### config.mk
export PLATFORM = sky130hd
export DESIGN_NAME = pipe_ctrl
export DESIGN_NICKNAME = d
export VERILOG_FILES = /design/src/rtl/pipe_ctrl_pkg.sv /design/src/rtl/sat_counter.sv /design/src/rtl/pipe_ctrl.sv
export SDC_FILE = /design/constraint.sdc
export NUM_CORES = 1
export LEC_CHECK = 0
export CAP_MARGIN = 25
export CORE_MARGIN = 3
export CORE_UTILIZATION = 30
export DETAILED_ROUTE_END_ITERATION = 7
export PLACE_DENSITY_LB_ADDON = 0.2
export SETUP_SLACK_MARGIN = 0.1
export SYNTH_ARGS = -nofsm -noshare
export SYNTH_HDL_FRONTEND = slang
export SYNTH_SLANG_ARGS = --single-unit
### constraint.sdc
create_clock -name CLK -period 2.6 [get_ports CLK]
set_clock_uncertainty 0.2 [all_clocks]
set_input_delay 0.52 -clock CLK [delete_from_list [all_inputs] [get_ports CLK]]
set_output_delay 0.52 -clock CLK [all_outputs]
set_load 0.01 [all_outputs]
### src/rtl/pipe_ctrl_pkg.sv
// Shared definitions for the pipeline sequencer and the pipeline registers it drives.
// Holds the sequencer state encoding, the flush NOP and a counter width helper.
package pipe_ctrl_pkg;

  typedef enum logic [1:0] {
    ST_INIT     = 2'b00,
    ST_RUN      = 2'b01,
    ST_MEM_WAIT = 2'b10
  } state_t;

  // addi x0, x0, 0 -- loaded by the IF/ID and ID/EX flush muxes
  localparam logic [31:0] NOP_INSTR = 32'h0000_0013;

  // Bits needed to hold values 0..max_val (at least one bit).
  function automatic int cnt_width(input int max_val);
    int w;
    w = $clog2(max_val + 1);
    return (w < 1) ? 1 : w;
  endfunction

endpackage

### src/rtl/sat_counter.sv
// Up-counter that stops at MAX instead of wrapping; CLR wins over INC.
// One-cycle update on the rising edge, cleared by the async reset.
module sat_counter #(
  parameter int W = 8
) (
  input  logic         CLK,
  input  logic         RST_n,
  input  logic         CLR,
  input  logic         INC,
  input  logic [W-1:0] MAX,
  output logic [W-1:0] Q
);

  logic [W-1:0] r_q;

  always_ff @(posedge CLK or negedge RST_n) begin
    if (!RST_n) begin
      r_q <= '0;
    end else if (CLR) begin
      r_q <= '0;
    end else if (INC && (r_q < MAX)) begin
      r_q <= r_q + W'(1);
    end
  end

  assign Q = r_q;

endmodule

### src/rtl/pipe_ctrl.sv
// Pipeline stage sequencer: per-stage enables/flushes from HDU, BPU and data-memory handshake,
// post-reset datapath clear, sticky memory timeout and saturating stall-cycle counter.
module pipe_ctrl
  import pipe_ctrl_pkg::*;
#(
  parameter int RST_CYC = 4,
  parameter int MEM_TO  = 15,
  parameter int CNT_W   = 16
) (
  input  logic             CLK,
  input  logic             RST_n,
  input  logic             HDU_STALL,
  input  logic             BPU_MISSPRED,
  input  logic             MEM_REQ,
  input  logic             MEM_READY,
  output logic             PC_EN,
  output logic             IF_ID_EN,
  output logic             ID_EX_EN,
  output logic             EX_MEM_EN,
  output logic             MEM_WB_EN,
  output logic             IF_ID_FLUSH,
  output logic             ID_EX_FLUSH,
  output logic             DP_RST,
  output logic             MEM_ERR,
  output logic [CNT_W-1:0] STALL_CNT
);

  localparam int IW = cnt_width(RST_CYC - 1);
  localparam int WW = cnt_width(MEM_TO);

  state_t       r_state;
  state_t       w_next;
  logic         r_pend_mp;
  logic         r_mem_err;
  logic [IW-1:0] w_init_q;
  logic [WW-1:0] w_wait_q;

  logic w_in_init;
  logic w_in_run;
  logic w_in_wait;
  logic w_mem_stall;
  logic w_init_done;
  logic w_wait_inc;
  logic w_wait_clr;
  logic w_release;
  logic w_stall_inc;

  assign w_in_init   = (r_state == ST_INIT);
  assign w_in_run    = (r_state == ST_RUN);
  assign w_in_wait   = (r_state == ST_MEM_WAIT);
  assign w_mem_stall = MEM_REQ & ~MEM_READY;
  assign w_init_done = w_in_init && (w_init_q == IW'(RST_CYC - 1));
  assign w_release   = w_in_wait & MEM_READY;
  assign w_wait_inc  = (w_in_run & w_mem_stall) | (w_in_wait & ~MEM_READY);
  assign w_wait_clr  = w_release;
  assign w_stall_inc = ~w_in_init & ~PC_EN;

  always_ff @(posedge CLK or negedge RST_n) begin
    if (!RST_n) begin
      r_state <= ST_INIT;
    end else begin
      r_state <= w_next;
    end
  end

  always_comb begin
    w_next = r_state;
    case (r_state)
      ST_INIT:     if (w_init_done) w_next = ST_RUN;
      ST_RUN:      if (w_mem_stall) w_next = ST_MEM_WAIT;
      ST_MEM_WAIT: if (MEM_READY)   w_next = ST_RUN;
      default:     w_next = ST_INIT;
    endcase
  end

  always_comb begin
    PC_EN       = 1'b0;
    IF_ID_EN    = 1'b0;
    ID_EX_EN    = 1'b0;
    EX_MEM_EN   = 1'b0;
    MEM_WB_EN   = 1'b0;
    IF_ID_FLUSH = 1'b0;
    ID_EX_FLUSH = 1'b0;
    DP_RST      = 1'b0;
    case (r_state)
      ST_RUN: begin
        if (!w_mem_stall) begin
          ID_EX_EN  = 1'b1;
          EX_MEM_EN = 1'b1;
          MEM_WB_EN = 1'b1;
          if (BPU_MISSPRED) begin
            PC_EN       = 1'b1;
            IF_ID_EN    = 1'b1;
            IF_ID_FLUSH = 1'b1;
            ID_EX_FLUSH = 1'b1;
          end else if (HDU_STALL) begin
            ID_EX_FLUSH = 1'b1;
          end else begin
            PC_EN    = 1'b1;
            IF_ID_EN = 1'b1;
          end
        end
      end
      ST_MEM_WAIT: begin
        // A misprediction seen at any point of the wait is squashed on release.
        if (MEM_READY) begin
          ID_EX_EN  = 1'b1;
          EX_MEM_EN = 1'b1;
          MEM_WB_EN = 1'b1;
          if (r_pend_mp || BPU_MISSPRED) begin
            PC_EN       = 1'b1;
            IF_ID_EN    = 1'b1;
            IF_ID_FLUSH = 1'b1;
            ID_EX_FLUSH = 1'b1;
          end else if (HDU_STALL) begin
            ID_EX_FLUSH = 1'b1;
          end else begin
            PC_EN    = 1'b1;
            IF_ID_EN = 1'b1;
          end
        end
      end
      default: begin
        IF_ID_FLUSH = 1'b1;
        ID_EX_FLUSH = 1'b1;
        DP_RST      = 1'b1;
      end
    endcase
  end

  always_ff @(posedge CLK or negedge RST_n) begin
    if (!RST_n) begin
      r_pend_mp <= 1'b0;
    end else if (w_release) begin
      r_pend_mp <= 1'b0;
    end else if (w_wait_inc && BPU_MISSPRED) begin
      r_pend_mp <= 1'b1;
    end
  end

  // Raised on the edge where the wait counter reaches MEM_TO.
  always_ff @(posedge CLK or negedge RST_n) begin
    if (!RST_n) begin
      r_mem_err <= 1'b0;
    end else if (w_in_wait && !MEM_READY && (w_wait_q >= WW'(MEM_TO - 1))) begin
      r_mem_err <= 1'b1;
    end
  end

  assign MEM_ERR = r_mem_err;

  sat_counter #(.W(IW)) u_init_cnt (
    .CLK   (CLK),
    .RST_n (RST_n),
    .CLR   (1'b0),
    .INC   (w_in_init),
    .MAX   (IW'(RST_CYC - 1)),
    .Q     (w_init_q)
  );

  sat_counter #(.W(WW)) u_wait_cnt (
    .CLK   (CLK),
    .RST_n (RST_n),
    .CLR   (w_wait_clr),
    .INC   (w_wait_inc),
    .MAX   (WW'(MEM_TO)),
    .Q     (w_wait_q)
  );

  sat_counter #(.W(CNT_W)) u_stall_cnt (
    .CLK   (CLK),
    .RST_n (RST_n),
    .CLR   (1'b0),
    .INC   (w_stall_inc),
    .MAX   ({CNT_W{1'b1}}),
    .Q     (STALL_CNT)
  );

endmodule

== After elaboration in Yosys (flattened, before gate mapping) ==
Index checks and enable logic that the tools add are counted.
Word-level totals
  register bits: 26
  bits in latches: 0
  memory bits (writable): 0
  bits in read-only memories: 0
  output and inout bits: 25
  logic and storage cells: 71
  memories kept: 0
Cells by class
  add/sub/neg operators: 3
  multipliers: 0
  divide/modulo/power cells: 0
  order comparisons: 4
  equal/unequal tests: 6
  shift operators: 0
  mux-type cells: 29
  bitwise gates (word level): 9
  reduce and logical (&&, ||, !) cells: 14
Operators by type and width (count)
  $mux W1: 19
  $add A16 B1 Y16 const B: 1
  $lt A16 B16 Y1 const B: 1
  $mux W4: 2
  $pmux W1 S2: 4
  $logic_and A1 B1 Y1: 7
  $mux W2: 3
  $pmux W2 S3: 1
  $and A1 B1 Y1: 5
  $add A4 B1 Y4 const B: 1
  $eq A2 B2 Y1 const B: 2
  $ge A4 B4 Y1 const B: 1
  $lt A4 B4 Y1 const B: 1
  $ne A2 B2 Y1 const B: 2
  $reduce_bool A2 Y1: 2
  $not A1 Y1: 3
  $reduce_and A3 Y1: 1
  $add A2 B1 Y2 const B: 1
  $eq A2 B1 Y1 const B: 1
  $logic_not A2 Y1: 1
  $lt A2 B2 Y1 const B: 1
  $ne A2 B1 Y1 const B: 1
  $reduce_or A2 Y1: 1
  $logic_not A1 Y1: 1
  2 further kinds: 2

== Depth between registers and ports, before layout ==
Gate-level depths: netlist (run 1).
  depth in word-level cells: 7
  depth in mapped cells: 8
  mapped depth without buffers: 7

== Hierarchy ==
Synthesis (run 1) repeated with hierarchy kept, for this count alone.
Unflattened totals
  cell total of the unflattened synthesis: 228
  area total of the unflattened synthesis: 2018.2 um^2
Modules (own cells, without submodules)
  sat_counter at u_stall_cnt: times used 1, cells each 137, area an instance 1211.2 um^2, sequential area each 400.4 um^2
  pipe_ctrl: times used 1, cells each 52, area an instance 422.9 um^2, sequential area each 100.1 um^2
  sat_counter at u_wait_cnt: times used 1, cells each 28, area an instance 271.5 um^2, sequential area each 100.1 um^2
  sat_counter at u_init_cnt: times used 1, cells each 11, area an instance 112.6 um^2, sequential area each 50.0 um^2

== Least setup slack after synthesis (run 1) ==
Ideal clock, no wire load.
  kind: register to output
  start point: register r_state[1]
  end point: output port PC_EN
  arrival time: 1.419 ns
  data required time: 1.880 ns
  path slack: 0.461 ns
  stages on the path, launching flop included: 6
  buffers on the path: 1
  cell sequence: dfrtp_1 inv_1 ha_1 nand2b_1 a221oi_4 buf_4
On the way
  cells in the longest elaborated chain, start to end: 2
  elaborated cells between the ends (all ways): 3
  classes of those cells: eq/ne (2); mux (1)
Ends and longest elaborated chain
  start, declared: line pipe_ctrl.sv:31  | state_t r_state;
  start signal, assigned: line pipe_ctrl.sv:62  | r_state <= w_next;
  $eq A2 B2 Y1 or $eq A2 B1 Y1 (tied branches)
  $pmux W1 S2 (*)
  end, declared: line pipe_ctrl.sv:16  | output logic PC_EN,
Mark *: on every way between the ends. The rest lies on a longest branch, timed or not.

== Final worst setup path (run 1) ==
  start point: register r_state[1]
  end point: output port DP_RST
On the way
  cells in the longest elaborated chain, start to end: 3
  elaborated cells between the ends (all ways): 4
  classes of those cells: eq/ne (2); mux (1); reduce/logical (1)
Ends and longest elaborated chain
  $eq A2 B1 Y1 or $eq A2 B2 Y1 (tied branches): line pipe_ctrl.sv:85  | case (r_state)
  $reduce_or A2 Y1 (no line) (*)
  $mux W1 (*): line pipe_ctrl.sv:85
  end, declared: line pipe_ctrl.sv:23  | output logic DP_RST,
Marks and branches as above.

==> results of run 1 <==
[logic make-up after synthesis]
family,share of synthesized area [%]
simple gates,17.9
flops,44.3
compound gates,12.7
xor+xnor,10.1
buf+inv,5.11
fa+ha+maj,6.82
mux,2.98
[power groups by stage]
stage	sequential (mW)	clock (mW)	combinational [mW]
global route	0.653	0.366	1.20
CTS	0.636	0.347	1.06
finish	0.633	0.337	1.09
detailed placement	0.645	0	1.06
global placement	0.639	0	1.04
floorplan	0.646	0	0.599
[layout by cell type, fill, tap and decap left out, types with 5 or more instances in the layout]
master / instances
nand3_1: 7
ha_1: 7
clkdlybuf4s50_1: 22
xnor2_1: 10
nand2_1: 11
inv_1: 5
dfrtp_1: 26
buf_4: 11
a21oi_1: 6
xor2_1: 7
[critical path, delay by kind of cell (launching register included)]
kind	cells	cell delay, ps
buffers and inverters	3	770
flip-flops	1	410
adder cells (fa/ha/maj)	1	280
[final cells by class]
cell class                 instances  area (um^2)  area share (%)
sequential                        26          651            32.8
timing repair buffer              42          387            19.5
clock inverter                     1         30.0            1.51
multi-input combinational         99          773            38.9
tap                               65         81.3            4.10
clock buffer                       3         41.3            2.08
inverter                           6         22.5            1.13
[state kept, by name, indices dropped and copies added, names as in the netlist]
name and flops:
r_state 2, r_pend_mp 1, u_init_cnt.Q 2, u_wait_cnt.Q 4, MEM_ERR 1, u_stall_cnt.Q 16
[stage by stage]
step / worst slack [ps] / total power, mW / cell area (um^2) / std cells
2_1_floorplan: 461 / 1.25 / 1470 / 137
3_3_place_gp: -223 / 1.68 / 1880 / 235
3_5_place_dp: -237 / 1.71 / 1880 / 235
4_1_cts: 68.5 / 2.05 / 1970 / 241
5_1_grt: 76.5 / 2.22 / 1990 / 242
6_report: 162 / 2.06 / 1990 / 242
[timing repair]
action	CTS	global route
setup endpoints to repair	8	8
pin swaps	1	1
setup buffers	2	1
endpoints found under the hold margin	0	0
gates resized for setup	15	12
[metal layers]
metal	vias up	global-route usage, %	part of all wire [%]
met4	0	3.80	1.4
met2	29	17.8	45
met1	533	14.5	48
met3	5	3.08	5.5
li1	553	-	-
met5	-	0	0
[path summary, 6_finish.rpt]
path / start / slack [ps] / endpoint
worst max-delay path: r_state[1]$_DFFE_PN0P_ / 160 / DP_RST
worst min register to register: u_init_cnt.Q[0]$_DFFE_PN0P_ / 280 / u_init_cnt.Q[0]$_DFFE_PN0P_
worst max register to register: r_state[0]$_DFFE_PN0P_ / 350 / u_stall_cnt.Q[1]$_DFFE_PN0P_
worst min-delay path: u_init_cnt.Q[0]$_DFFE_PN0P_ / 280 / u_init_cnt.Q[0]$_DFFE_PN0P_
min in group asynchronous: RST_n / 420 / u_wait_cnt.Q[0]$_DFFE_PN0P_
max in group asynchronous: RST_n / 1530 / MEM_ERR$_DFFE_PN0P_
==> flow_metrics.tcl, run 1 <==
set metrics [dict create \
    ios 31 \
    critPathMaxStageDelay_ps 540 \
    dr.pass1.iters 4 \
    setup_viol 0 \
    fillers 438 \
    avgSynthCellArea_um2 10.7 \
    ys_seq_area_share_pct 44.3 \
    fp-row-count 24 \
    setup-tns-final_ps 0 \
    synth_nets 151 \
    grt_max_degree 27 \
    whs_path_depth 1 \
    p_int_mw 1.30 \
    grt-ovfl-total 0 \
    final.period_utilization_pct 93.8 \
    p_sw_uw 760 \
    crit_path_end_kind "primary output" \
    power_frac_comb_pct 53.0 \
    cts_max_level 1 \
    seqPwrFrac_pct 30.7 \
    synth_flop_cell "dfrtp_1" \
    clockRootBuffer "clkbuf_8" \
    wl_per_cell_um 12.5 \
    p_per_area_nw_per_um2 1040 \
    port_buffers 30 \
    cts_tree "built" \
    antenna_left 0 \
    diodes 0 \
    maxSlewHeadroom_pct 71.9 \
    slew_violations 0 \
    tightest_slew_ps 422 \
    fin_nets 192 \
    vias 1120 \
    core_area_um2 4530 \
    cts_sinks 26 \
    yosys_register_bits 26 \
    viasPerCell 4.63 \
    gp_congestion 0.738 \
    hold_path.class "register to register" \
    critPathArrivalTime_ps 1720 \
    fin_hold_ws_ps 277 \
    ys_top_cells_by_area "dfrtp_1 (44%), ha_1 (6.8%), xnor2_1 (6.0%)" \
    drcViolationCount 0 \
    die_area_um2 5770 \
    post-synth-top-count-cell "dfrtp_1" \
    start_kind "register" \
    yosys.area.top_type_share_pct 44.3 \
    critPathKind "register to primary output" \
    vdd_ir_drop_max_uv 531 \
    antenna_found_initial 0 \
    synth_area_um2 1470 \
    yosysTopAreaCell "dfrtp_1" \
    die_h_um 75.9 \
    rr_worst_depth 8 \
    critPathRequiredTime_ps 1880 \
    clkLatencyLatePin_ps 270 \
    rsz0062_at_grt "true" \
    period_needed_ps 2440 \
    drt_iter0_markers 51 \
    grt_pass1_wl_mm 5.44 \
    crit_chain "inv_1 > ha_1 > inv_2 > clkdlybuf4s50_1" \
    hold_violations 0 \
    cap_violations 0 \
    cts_buffers 3 \
    synth_cells 137 \
    cp_slowest_cell "clkdlybuf4s50_1" \
    yosysWarnings 0 \
    leakage_nw 0.832 \
    drive_gt1_share_pct 18.6 \
    start_util_pct 32.4 \
    synth_edf_count 0 \
    dp_hpwl_mm 2.21 \
    syn_to_final_growth_pct 35.3 \
    fmaxAchievable_mhz 410 \
    fp.dieW_um 75.9 \
    drt-total-wl_mm 3.03 \
    path_clk_slew_ps 90 \
    grt_pass1_vias 1173 \
    async_flop_share_pct 100 \
    clock_path_buffers 2 \
    cts_hold_buf 0 \
    gr-usage-all-layers_pct 11.1 \
    cp_max_fo 3 \
    p_clk_share_pct 16.3 \
    final_util_pct 43.8 \
    sw_frac_of_total_pct 36.9 \
    yosys.cell_types.count 34 \
    status "completed" \
    yosys-top-cells-count "dfrtp_1 (26), nand2_1 (11), xnor2_1 (10)" \
]
No activity file was read; power rests on OpenSTA's default activity.
==> run 2, diff against run 1 <==
--- a/config.mk
+++ b/config.mk
@@ -5,7 +5,7 @@
 export SDC_FILE = /design/constraint.sdc
 export NUM_CORES = 1
 export LEC_CHECK = 0
-export CAP_MARGIN = 25
+export ABC_AREA = 1
 export CORE_MARGIN = 3
 export CORE_UTILIZATION = 30
 export DETAILED_ROUTE_END_ITERATION = 7
==> constraint.sdc (replaced) <==
create_clock -name CLK -period 2.83 [get_ports CLK]
set_clock_uncertainty 0.2 [all_clocks]
set_input_delay 0.566 -clock CLK [delete_from_list [all_inputs] [get_ports CLK]]
set_output_delay 0.566 -clock CLK [all_outputs]
set_load 0.01 [all_outputs]
==> flow_metrics.tcl, run 2 <==
set metrics [dict create \
    cts_hold_buf 0 \
    drive_gt1_share_pct 8.43 \
    start_util_pct 32.2 \
    synth_compound_area_share_pct 3.69 \
    critPathKind "input port to primary output" \
    period_needed_ps 2580 \
    wl_per_cell_um 11.0 \
    gp_congestion 0.806 \
    final_cell_mix "nand2_1 (88), dfrtp_1 (26), clkdlybuf4s50_1 (22), inv_1 (21), nor2_1 (20)" \
    yosys-top-cells-count "nand2_1 (88), dfrtp_1 (26), inv_1 (21)" \
    power_mw 1.57 \
    yosysWarnings 0 \
    grt-ovfl-total 0 \
    synth_nets 241 \
    diodes 0 \
    grt_pass1_vias 1421 \
    grt_max_degree 27 \
    crit_path_end_kind "primary output" \
    final.period_utilization_pct 91.3 \
    slew_violations 0 \
    fin_area_um2 2120 \
    crit_path_start "MEM_REQ" \
    place_area_um2 2080 \
    port_buffers 30 \
    cts_max_level 1 \
    fp.dieW_um 81.2 \
    ios 31 \
    cap_violations 0 \
    wl_met3_um 115 \
    clockRootBuffer "clkbuf_8" \
    cts_tree "built" \
    drt-met1-wl_mm 1.87 \
    synth_flop_cell "dfrtp_1" \
    die_h_um 81.2 \
    vdd_ir_drop_max_uv 300 \
    tightest_slew_ps 729 \
    dp_slack_ps -90.7 \
    critPathRequiredTime_ps 2060 \
    post-synth-top-count-cell "nand2_1" \
    status "completed" \
    final_common_cell "nand2_1" \
    drt-total-wl_mm 3.64 \
    p_per_area_nw_per_um2 737 \
    leakage_nw 1.08 \
    gr-usage-all-layers_pct 12.6 \
    hold_path.class "register to register" \
    fmaxAchievable_mhz 387 \
    avgSynthCellArea_um2 7.47 \
    dpl.cell_count 328 \
    vias 1480 \
    async_flop_share_pct 100 \
    grt_pass1_wl_mm 6.62 \
    dr.pass1.iters 4 \
    cts_sinks 26 \
    antenna_found_initial 0 \
    clkLatencyLatePin_ps 270 \
    setup_viol 0 \
    dp_hpwl_mm 2.77 \
    rsz0062_at_grt "false" \
    synthMuxAreaShare_pct 0.664 \
    hold_start "MEM_ERR$_DFFE_PN0P_" \
    final_util_pct 40.3 \
    synth-simple-area-share_pct 38.2 \
    synthAdderAreaFrac_pct 5.90 \
    synth_area_um2 1700 \
    die_area_um2 6590 \
    synth-xor-area-share_pct 5.68 \
    drcViolationCount 0 \
    path_clk_slew_ps 80 \
    antenna_left 0 \
    rr_startpoint "r_state[0]$_DFFE_PN0P_" \
    maxSlewHeadroom_pct 51.2 \
    post_cts_buffers 0 \
    yosysTopAreaCell "dfrtp_1" \
    yosys.cell_types.count 25 \
    routed.top_layer "met4" \
    fillers 548 \
    drt_iter0_markers 88 \
    yosys.area.top_type_share_pct 38.4 \
    fin_nets 277 \
    synth_cells 227 \
    synth_top_family_by_area "simple AND/OR/NAND/NOR gates" \
    largest_reg_flops 16 \
    cts_buffers 3 \
    hold_violations 0 \
    final_cells 331 \
    fin_ws_ps 246 \
    clock_path_buffers 2 \
    ys_seq_area_share_pct 38.4 \
    setup-tns-final_ps 0 \
    core_area_um2 5270 \
    fp-row-count 26 \
    synth_edf_count 0 \
    cp_max_fo 2 \
    critPathArrivalTime_ps 1820 \
    yosys_register_bits 26 \
    syn_to_final_growth_pct 25.3 \
    ys_top_cells_by_area "dfrtp_1 (38%), nand2_1 (19%), ha_1 (5.9%)" \
    start_kind "input port" \
    met2WireLength_mm 1.62 \
    fin_hold_ws_ps 281 \
    viasPerCell 4.47 \
]
[run 2: changes by cell type after synthesis, moves of 4 or more]
| cell | change |
|---|---|
| xnor2_1 | -4 |
| a21oi_1 | -5 |
| inv_1 | +15 |
| nor2_1 | +15 |
| nor2b_1 | -4 |
| nand3_1 | +7 |
| nand2_1 | +77 |
| nand4_1 | +6 |
| nand2b_1 | -4 |
| nor3_1 | -4 |
[run 2: routing by layer]
metal	vias to the layer above	GRT usage, %
met3	2	2.66
met2	24	19.1
met1	663	18.6
li1	791	-
met5	-	0
met4	0	2.03
[run 2: cell families after synthesis]
group	Yosys count
simple gates	143
buf+inv	27
flops	26
compound gates	11
xor+xnor	11
fa+ha+maj	8
mux	1
[run 2: worst max-delay path, stage by stage]
cell	delay [ps]
clkdlybuf4s50_1	480
nand2_1	60
nand2_1	70
inv_1	50
nand2_1	50
o211ai_1	100
o21bai_1	160
dlygate4sd2_1	280
[run 2: path summary, 6_finish.rpt]
| path | to | slack [ps] | cells past startpoint |
|---|---|---|---|
| setup / recovery | ID_EX_FLUSH | 250 | 8 |
| hold / removal | MEM_ERR$_DFFE_PN0P_ | 280 | 1 |
| setup reg to reg | u_stall_cnt.Q[12]$_DFFE_PN0P_ | 630 | 10 |
| hold reg to reg | MEM_ERR$_DFFE_PN0P_ | 280 | 1 |
| max in group asynchronous | r_pend_mp$_DFFE_PN0P_ | 1710 | 2 |
| min in group asynchronous | u_stall_cnt.Q[15]$_DFFE_PN0P_ | 470 | 2 |
[run 2: what timing repair did]
item,in CTS,in global routing
endpoints found under the hold margin,0,0
endpoints found under the setup margin,7,2
resized for setup,6,3
[run 2: area by class of cell]
class                      instances  area [um^2]  area share (%)
timing repair buffer              36          343            16.1
clock buffer                       3         41.3            1.94
multi-input combinational        174          920            43.3
tap                               70         87.6            4.12
inverter                          22         82.6            3.89
sequential                        26          651            30.6
[run 2: power by group]
group	total, mW	internal, mW	switching, mW
logic	0.814	0.356	0.459
clock network	0.206	0.0953	0.111
registers	0.545	0.452	0.0925
==> run 3, diff against run 2 <==
--- a/config.mk
+++ b/config.mk
@@ -6,6 +6,7 @@
 export NUM_CORES = 1
 export LEC_CHECK = 0
 export ABC_AREA = 1
+export CORE_ASPECT_RATIO = 2
 export CORE_MARGIN = 3
 export CORE_UTILIZATION = 30
 export DETAILED_ROUTE_END_ITERATION = 7
==> constraint.sdc (replaced) <==
create_clock -name CLK -period 2.1 [get_ports CLK]
set_clock_uncertainty 0.2 [all_clocks]
set_input_delay 0.42 -clock CLK [delete_from_list [all_inputs] [get_ports CLK]]
set_output_delay 0.42 -clock CLK [all_outputs]
set_load 0.01 [all_outputs]
==> flow_metrics.tcl, run 3 (synthesis gave the netlist of run 2 again) <==
set metrics [dict create \
    wl_per_cell_um 12.8 \
    clock_path_buffers 2 \
    drt-total-wl_mm 4.36 \
    grt_pass1_vias 1646 \
    drt_iter0_markers 30 \
    cts_tree "built" \
    fin_ws_ps -36.5 \
    p_clk_share_pct 12.9 \
    violations "setup timing" \
    fp.dieW_um 59.2 \
    cts_sinks 26 \
    dp_hpwl_mm 3.32 \
    crit_chain "buf_6 > ha_4 > nand2_4 > inv_2 > nand2_1 > o211ai_1 > o21bai_1 > buf_2" \
    ios 31 \
    hold_path.class "register to register" \
    final.period_utilization_pct 102 \
    viasPerCell 4.79 \
    fmaxAchievable_mhz 468 \
    core_area_um2 5470 \
    p_per_area_nw_per_um2 1110 \
    antenna_left 0 \
    die_area_um2 6640 \
    sw_frac_of_total_pct 41.4 \
    use_met1_pct 13.5 \
    cts_max_level 1 \
    dpl.cell_count 332 \
    maxSlewHeadroom_pct 76.0 \
    vias 1633 \
    port_buffers 30 \
    syn_to_final_growth_pct 38.9 \
    grt_max_degree 27 \
    final_cells 341 \
    critPathArrivalTime_ps 1520 \
    vdd_ir_drop_max_uv 756 \
    gr-usage-met2_pct 27.0 \
    gr-usage-met3_pct 2.07 \
    crit_path_end_kind "primary output" \
    cp_slowest_cell "dfrtp_1" \
    cts_buffers 3 \
    seqPwrFrac_pct 27.8 \
    clkLatencyLatePin_ps 280 \
    start_kind "register" \
    grt_pass1_wl_mm 7.25 \
    p_int_mw 1.53 \
    p_sw_mw 1.08 \
    final_cell_mix "nand2_1 (84), dfrtp_1 (23), buf_4 (23), clkdlybuf4s50_1 (20), nor2_1 (18)" \
    dr.pass1.iters 4 \
    fin_nets 296 \
    grt.busiest_layer "met2" \
    fillers 572 \
    gp_congestion 0.791 \
    period_needed_ps 2140 \
    tightest_slew_ps 359 \
    critPathKind "register to primary output" \
    setup_viol 1 \
    worst-path-buf-inv 3 \
    start_util_pct 31.0 \
    largest_reg_flops 16 \
    final_common_cell "nand2_1" \
    critPathMaxStageDelay_ps 420 \
    slew_violations 0 \
    path_clk_slew_ps 90 \
    leakage_nw 1.16 \
    fin_area_um2 2350 \
    gr-usage-all-layers_pct 14.1 \
    clockRootBuffer "clkbuf_8" \
    drcViolationCount 0 \
    power_mw 2.61 \
    fp-row-count 38 \
    place_area_um2 2180 \
    diodes 0 \
    critPathRequiredTime_ps 1480 \
    status "finished, violations left" \
    drive_gt1_share_pct 24.2 \
    critical_path.top_delay_family "flip-flops" \
    hold_violations 0 \
    cap_violations 0 \
    power_frac_comb_pct 59.3 \
    grt-ovfl-total 0 \
    antenna_found_initial 0 \
    die_h_um 112 \
    rsz0062_at_grt "true" \
    cp_max_fo 2 \
]
[run 3: worst paths after layout]
path | start | endpoint | slack, ps | cells past startpoint
max in group asynchronous | RST_n | u_stall_cnt.Q[2]$_DFFE_PN0P_ | 1120 | 2
max | r_state[0]$_DFFE_PN0P_ | ID_EX_FLUSH | -40 | 8
min reg2reg | u_init_cnt.Q[0]$_DFFE_PN0P_ | u_init_cnt.Q[0]$_DFFE_PN0P_ | 290 | 1
min | u_init_cnt.Q[0]$_DFFE_PN0P_ | u_init_cnt.Q[0]$_DFFE_PN0P_ | 290 | 1
max reg2reg | r_state[1]$_DFFE_PN0P_ | u_stall_cnt.Q[12]$_DFFE_PN0P_ | 200 | 10
min in group asynchronous | RST_n | r_pend_mp$_DFFE_PN0P_ | 310 | 2
[run 3: area by class of cell]
| class | instances | area [um^2] | share of cell area (%) |
|---|---|---|---|
| timing repair buffer | 55 | 490 | 20.8 |
| inverter | 22 | 85.1 | 3.61 |
| tap | 60 | 75.1 | 3.19 |
| clock buffer | 4 | 55.1 | 2.34 |
| multi-input combinational | 174 | 995 | 42.2 |
| sequential | 26 | 654 | 27.8 |
[run 3: repair_timing]
item / in CTS / in global routing
endpoints found under the setup margin: 19 / 11
hold buffers: 0 / 0
setup buffers: 3 / 2
resized for setup: 62 / 7
cloned: 0 / 0
pin swaps: 6 / 0
[run 3: layer usage]
layer,vias up,share of wire (%)
li1,830,-
met1,751,35
met2,40,58
met3,12,3.8
met4,0,3.5
met5,-,0
[run 3: metrics by stage]
stage | worst slack [ps] | TNS, ps | utilization, % | hold slack, ps
2_1_floorplan | 112 | 0 | - | -75.6
3_3_place_gp | -509 | -8480 | 39.8 | 269
3_5_place_dp | -525 | -8650 | 39.8 | 266
4_1_cts | -38.8 | -38.8 | 42.5 | 293
5_1_grt | -116 | -236 | 43.1 | 311
6_report | -36.5 | -36.5 | 43.1 | 294
[run 3: power groups by stage]
stage                     registers, mW  clock network [mW]  logic (mW)
after global placement            0.724                   0        1.35
final                             0.726               0.335        1.55
after floorplan                   0.740                   0       0.750
after detailed placement          0.723                   0        1.36
after CTS                         0.719               0.357        1.50
after global routing              0.736               0.368        1.70
